### config.mk
export PLATFORM = sky130hd
export DESIGN_NAME = max1270_scan_ctrl
export DESIGN_NICKNAME = d
export VERILOG_FILES = /design/src/rtl/max1270_pkg.sv /design/src/rtl/max1270_sclk_gen.sv /design/src/rtl/max1270_scan_ctrl.sv
export SDC_FILE = /design/constraint.sdc
export NUM_CORES = 1
export LEC_CHECK = 0
export CAP_MARGIN = 5
export CORE_ASPECT_RATIO = 2
export CORE_MARGIN = 2
export CORE_UTILIZATION = 53
export DETAILED_ROUTE_END_ITERATION = 12
export GPL_TIMING_DRIVEN = 0
export PLACE_DENSITY = 0.81
export SLEW_MARGIN = 20
export SYNTH_ARGS = -nofsm -noshare
export SYNTH_HDL_FRONTEND = slang
export SYNTH_SLANG_ARGS = --single-unit
export TNS_END_PERCENT = 100
### constraint.sdc
create_clock -name clk -period 4.45 [get_ports clk]
set_input_delay 0.89 -clock clk [delete_from_list [all_inputs] [get_ports clk]]
set_output_delay 0.89 -clock clk [all_outputs]
set_load 0.01 [all_outputs]
### src/rtl/max1270_pkg.sv
// Shared types and constants for the MAX1270 serial scan controller.
// Covers the FSM state enum, frame geometry, control-byte layout and channel helpers.
package max1270_pkg;

  typedef enum logic [2:0] {S_IDLE, S_SETUP, S_SHIFT, S_HOLD, S_GAP} state_t;

  localparam int CTRL_BITS    = 8;
  localparam int DEAD_BITS    = 4;
  localparam int DATA_BITS    = 12;
  localparam int FRAME_HALVES = 48;

  localparam int CB_START = 7;
  localparam int CB_CH_HI = 6;
  localparam int CB_CH_LO = 4;
  localparam int CB_RNG   = 3;
  localparam int CB_BIP   = 2;
  localparam int CB_PD_HI = 1;
  localparam int CB_PD_LO = 0;

  localparam logic [1:0] PD_EXTCLK = 2'b01;

  // Half-period index whose end raises SCLK for the first data bit (rising edge 13).
  localparam int SAMPLE_FIRST_HALF = 2 * (CTRL_BITS + DEAD_BITS) - 1;

  function automatic logic [7:0] ctrl_byte(logic [2:0] ch, logic rng, logic bip);
    ctrl_byte = {1'b1, ch, rng, bip, PD_EXTCLK};
  endfunction

  // First enabled channel strictly above cur, wrapping; cur itself only if it is the sole one.
  function automatic logic [2:0] next_ch(logic [7:0] mask, logic [2:0] cur);
    logic [2:0] idx;
    next_ch = cur;
    for (int i = 8; i >= 1; i--) begin
      idx = cur + 3'(i);
      if (mask[idx]) next_ch = idx;
    end
  endfunction

  function automatic logic [2:0] top_ch(logic [7:0] mask);
    top_ch = 3'd0;
    for (int i = 0; i < 8; i++)
      if (mask[i]) top_ch = 3'(i);
  endfunction

endpackage

### src/rtl/max1270_sclk_gen.sv
// Half-period timebase for the ADC serial clock.
// tick ends every half-period; rise/fall mark the SCLK edges while run is high.
module max1270_sclk_gen #(
  parameter int CLK_DIV = 4
) (
  input  logic clk,
  input  logic rst,
  input  logic clr,
  input  logic run,
  output logic tick,
  output logic rise,
  output logic fall
);
  localparam int CW = (CLK_DIV > 2) ? $clog2(CLK_DIV) : 1;

  logic [CW-1:0] cnt;
  logic          phase;

  assign tick = (cnt == CW'(CLK_DIV - 1));
  assign rise = tick & run & ~phase;
  assign fall = tick & run & phase;

  always_ff @(posedge clk) begin
    if (rst || clr) begin
      cnt   <= '0;
      phase <= 1'b0;
    end else begin
      cnt <= tick ? '0 : cnt + CW'(1);
      if (rise || fall) phase <= ~phase;
    end
  end

endmodule

### src/rtl/max1270_scan_ctrl.sv
// MAX1270 external-clock serial master: scans enabled channels round-robin
// and keeps the latest 12-bit raw code for each channel.
module max1270_scan_ctrl
  import max1270_pkg::*;
#(
  parameter int   CLK_DIV   = 4,
  parameter int   IDLE_HALF = 2,
  parameter logic RNG       = 1'b1,
  parameter logic BIP       = 1'b1
) (
  input  logic        clk,
  input  logic        rst,
  input  logic        iEnable,
  input  logic [7:0]  iChMask,
  output logic        oCSn,
  output logic        oSCLK,
  output logic        oDIN,
  input  logic        iDOUT,
  output logic [11:0] oADCh0Data,
  output logic [11:0] oADCh1Data,
  output logic [11:0] oADCh2Data,
  output logic [11:0] oADCh3Data,
  output logic [11:0] oADCh4Data,
  output logic [11:0] oADCh5Data,
  output logic [11:0] oADCh6Data,
  output logic [11:0] oADCh7Data,
  output logic        oDataValid,
  output logic [2:0]  oChIndex,
  output logic        oScanDone
);
  localparam int GW = (IDLE_HALF > 1) ? $clog2(IDLE_HALF) : 1;

  state_t                          state, state_nxt;
  logic                            start, run, commit, clr;
  logic                            tick, rise, fall;
  logic [5:0]                      bit_cnt;
  logic [GW-1:0]                   gap_cnt;
  logic                            gap_last, shift_last;
  logic [7:0]                      mask;
  logic [2:0]                      ch, ch_sel;
  logic [7:0]                      ctrl_sr, ctrl_new;
  logic [DATA_BITS-1:0]            data_sr;
  logic [7:0][DATA_BITS-1:0]       result;

  max1270_sclk_gen #(.CLK_DIV(CLK_DIV)) u_sclk (
    .clk  (clk),
    .rst  (rst),
    .clr  (clr),
    .run  (run),
    .tick (tick),
    .rise (rise),
    .fall (fall)
  );

  assign shift_last = (bit_cnt == 6'(FRAME_HALVES - 1));
  assign gap_last   = (gap_cnt == GW'(IDLE_HALF - 1));
  // From IDLE the search starts above ch7 so the lowest enabled channel wins.
  assign ch_sel     = next_ch(iChMask, (state == S_IDLE) ? 3'd7 : ch);
  assign ctrl_new   = ctrl_byte(ch_sel, RNG, BIP);
  assign clr        = start && (state == S_IDLE);

  always_comb begin
    state_nxt = state;
    start     = 1'b0;
    run       = 1'b0;
    commit    = 1'b0;
    case (state)
      S_IDLE: begin
        if (iEnable && (iChMask != 8'h00)) begin
          state_nxt = S_SETUP;
          start     = 1'b1;
        end
      end
      S_SETUP: begin
        run = 1'b1;
        if (tick) state_nxt = S_SHIFT;
      end
      S_SHIFT: begin
        // The final half-period is already low; no toggle into HOLD.
        run = !shift_last;
        if (tick && shift_last) state_nxt = S_HOLD;
      end
      S_HOLD: begin
        if (tick) begin
          state_nxt = S_GAP;
          commit    = 1'b1;
        end
      end
      S_GAP: begin
        if (tick && gap_last) begin
          if (iEnable && (iChMask != 8'h00)) begin
            state_nxt = S_SETUP;
            start     = 1'b1;
          end else begin
            state_nxt = S_IDLE;
          end
        end
      end
      default: state_nxt = S_IDLE;
    endcase
  end

  always_ff @(posedge clk) begin
    if (rst) begin
      state      <= S_IDLE;
      oCSn       <= 1'b1;
      oSCLK      <= 1'b0;
      oDIN       <= 1'b0;
      oDataValid <= 1'b0;
      oScanDone  <= 1'b0;
      ctrl_sr    <= '0;
      data_sr    <= '0;
      bit_cnt    <= '0;
      gap_cnt    <= '0;
      mask       <= '0;
      ch         <= '0;
      result     <= '0;
    end else begin
      state      <= state_nxt;
      oDataValid <= 1'b0;
      oScanDone  <= 1'b0;
      if (rise) oSCLK <= 1'b1;
      if (fall) begin
        oSCLK   <= 1'b0;
        oDIN    <= ctrl_sr[CTRL_BITS-2];
        ctrl_sr <= {ctrl_sr[CTRL_BITS-2:0], 1'b0};
      end
      if (state == S_SHIFT && tick) bit_cnt <= bit_cnt + 6'd1;
      if (state == S_SHIFT && rise && bit_cnt >= 6'(SAMPLE_FIRST_HALF))
        data_sr <= {data_sr[DATA_BITS-2:0], iDOUT};
      if (state == S_GAP && tick) gap_cnt <= gap_cnt + GW'(1);
      if (commit) begin
        oCSn       <= 1'b1;
        result[ch] <= data_sr;
        oDataValid <= 1'b1;
        oScanDone  <= (ch == top_ch(mask));
        gap_cnt    <= '0;
      end
      if (start) begin
        oCSn    <= 1'b0;
        oDIN    <= ctrl_new[CB_START];
        ctrl_sr <= ctrl_new;
        mask    <= iChMask;
        ch      <= ch_sel;
        bit_cnt <= '0;
      end
    end
  end

  assign oChIndex   = ch;
  assign oADCh0Data = result[0];
  assign oADCh1Data = result[1];
  assign oADCh2Data = result[2];
  assign oADCh3Data = result[3];
  assign oADCh4Data = result[4];
  assign oADCh5Data = result[5];
  assign oADCh6Data = result[6];
  assign oADCh7Data = result[7];

endmodule

==> results.yml, run 1 <==
run_status:
  status: "finished, final reports clean"
routing:
  highest_layer: "met4"
  avgViaCountPerCell: 5.84
  first_iter_violations: 364
  num_vias: 6255
  routed_wirelength_um: 20800
  met2WireLength_um: 10900
  met1_length_um: 6990
  ant_nets: 0
  drc: 0
  avgRoutedWirePerCell_um: 19.4
  dr.pass1.iters: 8
  wl_met3_um: 1330
sta:
  maxSlewViolCount: 0
  whs_ns: 0.450
  hold_viol: 0
  fin_setup_tns_ns: 0
  tightest_slew_ns: 1.02
  relSlewSlack_pct: 30.8
  period_needed_ns: 4.08
  skew_ns: 0.0101
  finalCritPeriodShare_pct: 91.6
  rsz0062_at_grt: "no"
  setup_viol_count_final: 0
  fmax_mhz: 245
  fin_ws_ns: 0.372
floorplanning:
  fp.dieH_um: 159
  fp.dieArea_mm2: 0.0130
  start_util_pct: 54.2
  die_w_um: 81.6
  ios: 116
  rows: 56
  core_area_mm2: 0.0118
placed_design:
  place_ws_ns: 0.485
  hpwl_um: 14600
  dp.cells: 1039
  placed_area_mm2: 0.00771
  gp_congestion: 0.970
  port_buffers: 114
global_route:
  grt_max_degree: 17
  antenna_found_initial: 0
  grt_pass1_vias: 6156
  grt_use_total_pct: 32.4
  overflow: 0
  grt_pass1_wl_um: 31800
critical_path:
  crit_path_end_kind: "flop"
  max_stage_delay_ns: 0.43
  crit_family: "compound AO/OA/AOI/OAI gates"
  cp_num_cells: 14
  cpMostUsedCell: "buf_2"
  crit_buf_inv: 3
  critPathKind: "reg -> reg"
  crit_required_ns: 4.80
  worstSetupStartpoint: "state[2]"
  r2r_cells: 14
  cp_cell_sequence: "buf_2 -> or3_1 -> buf_2 -> nand2_1 -> clkbuf_1 -> ha_1 -> nor2_1 -> a221oi_4 -> mux4_2 -> a2111oi_0 -> o21ai_1 -> a221o_1 -> o41a_1 -> o21ai_2"
  critPathArrivalTime_ns: 4.43
  worstPathMaxFanout: 10
  start_kind: "flop"
  crit_slowest_cell: "or3_1"
  timing.rr.start: "state[2]"
clock_tree:
  cts_root_buf: "clkbuf_16"
  cts-buffers-inserted: 17
  htreeDepth: 4
  postCtsSetupRepairBufs: 0
  cts_resized: 0
  hold_buffers: 0
  clock_latency_ns: 0.42
  path_clk_slew_ns: 0.06
  clkSinkCount: 143
  cts_tree: "built"
  cts_buffer_depth: 2
logic_synthesis:
  syn_nets: 796
  netlist_top_cells_area: "dfxtp_1, nand2_1, mux2i_1"
  ys_seq_area_share_pct: 44.8
  synth_most_common_cell: "nand2_1"
  ys.flop_type: "dfxtp_1"
  netlist_area_mm2: 0.00638
  yosysUniqueCellTypes: 61
  yosysTopAreaCellShare_pct: 44.8
  postSynthCellCount: 780
  synth_top_area_cell: "dfxtp_1"
  synth_area_per_cell_um2: 8.19
  ys_ff_latch: 143
  synth_commonest_cells: "nand2_1, dfxtp_1, nor2_1"
  synth_edf_count: 0
  yosys_warnings: 0
  synthArstFlopShare_pct: 0
power_and_ir_drop:
  p_int_mw: 2.44
  switching_power_uw: 989
  p_total_mw: 3.43
  p_seq_share_pct: 38.6
  switching_share_pct: 28.8
  p_leak_nw: 2.93
  power.share.combinational_pct: 18.2
  power_density_mw_per_mm2: 412
  clkPwrFrac_pct: 43.2
  ir_drop_mv: 0.315
cells_and_area:
  seqCellArea_mm2: 0.00286
  fillers: 903
  num_antenna_cells: 0
  finalNetCount: 929
  area_growth_pct: 30.4
  fin_util_pct: 70.7
  multi_input_area_mm2: 0.00321
  instances_no_fill: 1071
  fin_area_mm2: 0.00833
  drive_gt1_share_pct: 5.83
worst_hold_path:
  hold-path-cell-count: 1
  hp-class: "reg -> reg"
  hp-start: "u_sclk.cnt[0]"
run:
  cap_violations: 0
-- cell usage in the layout, fill, tap and decap left out, types with 3 or more instances in the layout --
cell type        instances
o21ai_0                 11
o21ai_1                  3
o2111ai_1                3
nor4_1                   4
xor2_1                   4
buf_2                    6
nor3_1                  10
nand3_1                 19
mux2_2                   3
and2_1                   6
a21o_1                   3
and3_1                   4
nor2_1                  89
a21oi_1                 80
inv_6                    5
buf_1                    4
xnor2_1                  9
a31oi_1                  5
or3_1                    4
nor2b_1                  3
o211ai_1                 9
dfxtp_1                143
nand2_1                165
ha_1                     4
clkbuf_16               17
mux2i_1                 59
clkdlybuf4s50_1        114
bufinv_16                3
o311ai_1                 3
inv_1                   10
o22ai_1                  5
nand2b_1                 6
clkbuf_1                53
o21a_1                   4
-- worst paths after layout --
kind | slack [ns] | end
max | 0.37 | ctrl_sr[5]
max reg2reg | 0.37 | ctrl_sr[5]
min | 0.45 | u_sclk.cnt[0]
min reg2reg | 0.45 | u_sclk.cnt[0]
-- kinds of logic after synthesis --
group | count (synthesis) | synth area share (%)
and+or+nand+nor | 328 | 22.2
AOI/OAI and AO/OA | 152 | 15.1
DFF | 143 | 44.8
buffers and inverters | 76 | 4.82
muxes | 64 | 10.5
xor gates and xnor gates | 13 | 1.78
adders and majority gates | 4 | 0.784
-- metal layers --
layer  track usage, %  vias up
met5                0        -
met4             23.6        0
met3             9.58       91
met2             55.8      276
met1             31.3     2955
li1                 -     2933
-- layout make-up --
| cell class | count | area share (%) |
|---|---|---|
| Tap cell | 145 | 2.18 |
| Sequential cell | 143 | 34.4 |
| Buffer | 65 | 3.20 |
| Inverter | 11 | 0.496 |
| Timing Repair Buffer | 114 | 13.7 |
| Multi-Input combinational cell | 561 | 38.6 |
| Clock buffer | 18 | 5.28 |
| Clock inverter | 14 | 2.15 |
-- power groups by stage --
stage	clock (mW)	sequential (mW)	combinational, mW
6_report	1.48	1.33	0.626
5_1_grt	1.55	1.33	0.667
4_1_cts	1.49	1.32	0.595
3_5_place_dp	0	1.35	0.589
3_3_place_gp	0	1.35	0.588
2_1_floorplan	0	1.35	0.421
-- sequential cells by signal (all words and copies together) (netlist names), 12 cells and up --
name	count
data_sr	12
oADCh0Data	12
oADCh1Data	12
oADCh2Data	12
oADCh3Data	12
oADCh4Data	12
oADCh5Data	12
oADCh6Data	12
oADCh7Data	12
Power figures use the tool's default switching activity.
==> inputs of run 2 (changes only) <==
==> constraint.sdc (replaced) <==
create_clock -name clk -period 4.3 [get_ports clk]
set_input_delay 0.86 -clock clk [delete_from_list [all_inputs] [get_ports clk]]
set_output_delay 0.86 -clock clk [all_outputs]
set_load 0.01 [all_outputs]
==> results of run 2 <==
Same layout as run 1 (identical final DEF). Status: finished, final reports clean.
Among the figures that moved: setup slack after placement 0.485 ns -> 0.335 ns; setup slack after layout 0.372 ns -> 0.222 ns; register-to-register setup slack 0.37 ns -> 0.22 ns; total power 3.43 mW -> 3.55 mW; worst IR drop on VDD 0.315 mV -> 0.326 mV
==> inputs of run 3 (changes only) <==
--- a/config.mk
+++ b/config.mk
@@ -9,9 +9,11 @@
 export CORE_ASPECT_RATIO = 2
 export CORE_MARGIN = 2
 export CORE_UTILIZATION = 53
+export CTS_CLUSTER_DIAMETER = 50
 export DETAILED_ROUTE_END_ITERATION = 12
 export GPL_TIMING_DRIVEN = 0
 export PLACE_DENSITY = 0.81
+export SKIP_LAST_GASP = 1
 export SLEW_MARGIN = 20
 export SYNTH_ARGS = -nofsm -noshare
 export SYNTH_HDL_FRONTEND = slang
==> results of run 3 <==
Same layout as run 1 (identical final DEF). Status: finished, final reports clean.
Among the figures that moved: setup slack after placement 0.485 ns -> 0.335 ns; setup slack after layout 0.372 ns -> 0.222 ns; register-to-register setup slack 0.37 ns -> 0.22 ns; total power 3.43 mW -> 3.55 mW; worst IR drop on VDD 0.315 mV -> 0.326 mV
